## src/rtl/branch_predictor.sv

```systemverilog
// Dynamic branch predictor: a table of 2-bit saturating counters indexed by PC.
// It predicts taken/not-taken for the instruction in IF. The resolved outcome
// from EX/MEM trains it. It also reports mispredicts and keeps branch and
// mispredict statistics.
//
// Optional feature: define BRANCH_PREDICTOR_GSHARE_EN to XOR an IDX_W-bit
// global history register into both the lookup index and the update index.
//
// Ports:
//   clk_i, rst_i   clock; synchronous active-high reset
//   pc_i           IF-stage PC used for lookup
//   predict_o      combinational prediction for pc_i (counter MSB)
//   upd_valid_i    one resolved conditional branch this cycle
//   upd_pc_i       PC of the resolved branch
//   upd_taken_i    resolved outcome of that branch
//   upd_pred_i     prediction made earlier for that branch
//   mispredict_o   registered one-cycle pulse after a mispredicted update
//   branch_cnt_o   saturating count of valid updates since reset
//   miss_cnt_o     saturating count of mispredicted updates since reset
module branch_predictor #(
  parameter int unsigned IDX_W = 6,
  parameter int unsigned PC_W  = 32,
  parameter int unsigned CNT_W = 32
) (
  input  logic             clk_i,
  input  logic             rst_i,
  input  logic [PC_W-1:0]  pc_i,
  output logic             predict_o,
  input  logic             upd_valid_i,
  input  logic [PC_W-1:0]  upd_pc_i,
  input  logic             upd_taken_i,
  input  logic             upd_pred_i,
  output logic             mispredict_o,
  output logic [CNT_W-1:0] branch_cnt_o,
  output logic [CNT_W-1:0] miss_cnt_o
);

  localparam int unsigned DEPTH = 1 << IDX_W;

  logic [1:0]       table_q [DEPTH];
  logic [IDX_W-1:0] lkp_idx;
  logic [IDX_W-1:0] upd_idx;
  logic [1:0]       upd_cnt_cur;
  logic [1:0]       upd_cnt_nxt;
  logic             upd_miss;

  // Only the word-aligned index bits of the PCs take part in indexing.
  logic unused_pc_bits;
  assign unused_pc_bits = ^{pc_i[PC_W-1:IDX_W+2], pc_i[1:0],
                            upd_pc_i[PC_W-1:IDX_W+2], upd_pc_i[1:0]};

`ifdef BRANCH_PREDICTOR_GSHARE_EN
  logic [IDX_W-1:0] ghr_q;

  // Both indices use the history as it is before this cycle's shift.
  assign lkp_idx = pc_i[IDX_W+1:2] ^ ghr_q;
  assign upd_idx = upd_pc_i[IDX_W+1:2] ^ ghr_q;

  // Global history: shift in each resolved outcome.
  always_ff @(posedge clk_i) begin
    if (rst_i) begin
      ghr_q <= '0;
    end else if (upd_valid_i) begin
      ghr_q <= {ghr_q[IDX_W-2:0], upd_taken_i};
    end
  end
`else
  assign lkp_idx = pc_i[IDX_W+1:2];
  assign upd_idx = upd_pc_i[IDX_W+1:2];
`endif

  // Zero-latency lookup. A same-cycle update to this entry is not bypassed.
  assign predict_o = table_q[lkp_idx][1];

  assign upd_cnt_cur = table_q[upd_idx];
  assign upd_miss    = upd_pred_i ^ upd_taken_i;

  // Saturating 2-bit counter step for the entry being trained.
  always_comb begin
    upd_cnt_nxt = upd_cnt_cur;
    if (upd_taken_i) begin
      if (upd_cnt_cur != 2'b11) upd_cnt_nxt = upd_cnt_cur + 2'd1;
    end else begin
      if (upd_cnt_cur != 2'b00) upd_cnt_nxt = upd_cnt_cur - 2'd1;
    end
  end

  // Table, mispredict flag and statistics. Reset wins over a same-cycle update.
  always_ff @(posedge clk_i) begin
    if (rst_i) begin
      for (int unsigned i = 0; i < DEPTH; i++) begin
        table_q[i] <= 2'b01;
      end
      mispredict_o <= 1'b0;
      branch_cnt_o <= '0;
      miss_cnt_o   <= '0;
    end else begin
      mispredict_o <= upd_valid_i & upd_miss;
      if (upd_valid_i) begin
        table_q[upd_idx] <= upd_cnt_nxt;
        if (branch_cnt_o != '1) branch_cnt_o <= branch_cnt_o + CNT_W'(1);
        if (upd_miss && (miss_cnt_o != '1)) miss_cnt_o <= miss_cnt_o + CNT_W'(1);
      end
    end
  end

endmodule
```

## config.mk

```make
export PLATFORM = sky130hd
export DESIGN_NAME = branch_predictor
export DESIGN_NICKNAME = d
export VERILOG_FILES = /design/src/rtl/branch_predictor.sv
export SDC_FILE = /design/constraint.sdc
export NUM_CORES = 1
export LEC_CHECK = 0
export CAP_MARGIN = 20
export CORE_UTILIZATION = 40
export DETAILED_ROUTE_END_ITERATION = 7
export GPL_TIMING_DRIVEN = 0
export PLACE_DENSITY = 0.71
export RECOVER_POWER = 25
export SYNTH_ARGS = -nofsm -noshare
export SYNTH_HDL_FRONTEND = slang
export SYNTH_SLANG_ARGS = --single-unit
```

## constraint.sdc

```tcl
create_clock -name clk_i -period 5.1 [get_ports clk_i]
set_input_delay 1.275 -clock clk_i [delete_from_list [all_inputs] [get_ports clk_i]]
set_output_delay 1.275 -clock clk_i [all_outputs]
set_load 0.02 [all_outputs]
```

==> out/results.ini <==
[status]
status = completed

[timing]
hold_viol = 0
period_minus_slack_ps = 4910
max_slew_margin_pct = 25.6
fin_skew_ps = 19.1
grt_setup_unrepaired = false
fmax_mhz = 203
tns_ps = 0
finalSetupViolations = 0
tightest_slew_ps = 1110
timing.final.crit_share_pct = 96.4
drv_slew = 0

[global_routing]
grt_overflow_total = 0
grt_pass1_wl_microns = 45700
antenna_found_initial = 0
grt_pass1_vias = 7907
grt_max_degree = 19
grt_usage_pct = 23.5

[clock_tree]
postCtsSetupRepairBufs = 0
holdBufCountCts = 0
clock_path_buffers = 2
cts_root_buf = clkbuf_16
numCtsBuffers = 17
clock_latency_ps = 460
htreeDepth = 4
postCtsResizedCells = 13
clk_pin_slew_ps = 70
cts_tree = yes
clkSinkCount = 193

[synthesis]
ys_async_sr_fraction_pct = 0
synth_area_leader_cell = edfxtp_1
yosys_warnings = 0
synth_area_per_cell_sq_um = 10.5
syn_inst = 970
synth_area_sq_um = 10200
ys_seq_elements = 193
seq_area_frac_synth_pct = 50.6
yosys.area.top_type_share_pct = 37.8
synth_ff_type = edfxtp_1
syn_nets = 1041
synth_edf_count = 128
synthTopCellsByCount = nor2_1 (135), edfxtp_1 (128), nand2_1 (82)
synth_most_common_cell = nor2_1
yosys-top-cells-area = edfxtp_1 (38%), dfxtp_1 (13%), mux4_2 (7.3%), nor2_1 (5.0%), nor3_1 (3.1%)
yosysUniqueCellTypes = 56

[finish]
final_cells = 1407
area_growth_pct = 17.6
n_fill_cell = 2274
final_net_count = 1140
final_core_util_pct = 48.6
layout-drive-gt1-share_pct = 13.1

[drt]
first_pass_iters = 5
via_per_inst = 5.90
wirelength_met1_microns = 12100
drt_wl_total_microns = 30200
detail_route.wl_per_cell_microns = 21.4
ant_nets = 0
drtIter0Drc = 965
drc = 0
dr_wl_met3_microns = 3490
dr_wl_met2_microns = 13500
top_layer_used = met4
via_count = 8304

[place]
dpl.cell_count = 1374
place_hpwl_microns = 21200
port_buffers = 80
place_congestion = 0.983

[min_path]
min_path_cells = 2
hold_path_class = reg2reg

[critical_path]
r2r_cells = 9
worstPathRequired_ps = 3830
crit_path_end_kind = primary output
crit_type = in2out
rrSetupSlack_ps = 2110
arrival_ps = 3640
critPathLaunchType = input pin
critPathMaxFanout = 10

[pwr]
p_leak_nw = 4.10
p_total_mw = 3.44
peakVddDrop_uv = 216
p_per_area_nw_per_um2 = 288

[floorplan]
placementRows = 57
core-area_sq_um = 24600
initial_utilization_pct = 41.3
ios = 135
die_x_microns = 161
die_area_sq_um = 26000
die_height_microns = 161

[flow_run]
maxCapViolations = 0

==> routing by layer <==
| metal | vias up | GRT usage [%] |
|---|---|---|
| met2 | 521 | 36.6 |
| met4 | 0 | 8.70 |
| met5 | - | 0 |
| met3 | 81 | 6.91 |
| li1 | 3726 | - |
| met1 | 3976 | 30.9 |
==> state kept, by name, indices dropped and copies added (netlist names) <==
name and count:
mispredict_o 1, miss_cnt_o 32, branch_cnt_o 32, table_q 128
==> cell families after synthesis <==
group,share of synthesized area [%]
simple gates,23.5
flops,50.6
compound gates,6.02
buf+inv,4.24
mux,10.2
xor+xnor,5.00
fa+ha+maj,0.456
==> power breakdown <==
group | leakage, nW | internal (mW) | total, mW | switching [mW]
Combinational | 2.14 | 0.145 | 0.408 | 0.263
Clock | 0.282 | 0.683 | 1.32 | 0.638
Sequential | 1.67 | 1.69 | 1.71 | 0.0173
Total | 4.10 | 2.52 | 3.44 | 0.918
==> cell usage in the layout (no fill, tap or decap), types with 10 or more instances in the layout <==
cell type        count
mux2i_1             21
o21ai_0             13
nor2_1             135
clkdlybuf4s50_1     11
and3_1              17
nand3_1             54
xnor2_1             29
edfxtp_1           128
xor2_1              29
or2_2               29
nand2_1             82
clkbuf_16           17
mux4_2              33
nand2b_1            18
a21o_1              24
inv_1               10
nand4_1             22
nor3_1              63
buf_2               17
clkbuf_1            46
dfxtp_1             65
dlygate4sd3_1       68
==> stage by stage <==
stage	worst slack [ps]	hold WS, ps	cell area [sq um]
2_1_floorplan	69.0	575	10200
3_3_place_gp	-1080	499	11400
3_5_place_dp	-1120	515	11400
4_1_cts	194	531	11900
5_1_grt	136	552	11900
6_report	186	524	11900
==> final timing paths <==
kind,startpoint,endpoint
min,miss_cnt_o[16]$_SDFFE_PP0P_,miss_cnt_o[16]$_SDFFE_PP0P_
max reg2reg,table_q[55][0]$_SDFFCE_PN1P_,table_q[63][1]$_SDFFCE_PN0P_
max,pc_i[2],predict_o
min reg2reg,miss_cnt_o[16]$_SDFFE_PP0P_,miss_cnt_o[16]$_SDFFE_PP0P_
==> worst max-delay path: stages <==
cell and delay [ps]:
clkbuf_4 260, buf_8 230, mux4_2 510, mux4_2 550, mux4_2 470, dlygate4sd2_1 330
==> final cells by class <==
class | count | area (sq um) | area share (%)
multi-input combinational | 687 | 4590 | 38.4
timing repair buffer | 80 | 800 | 6.69
sequential | 193 | 5140 | 43.1
inverter | 11 | 41.3 | 0.346
clock buffer | 18 | 429 | 3.59
buffer | 79 | 409 | 3.42
antenna | 1 | 2.50 | 0.0209
tap | 324 | 405 | 3.39
clock inverter | 14 | 130 | 1.09
Note: power is estimated with default switching activity, not from simulation.
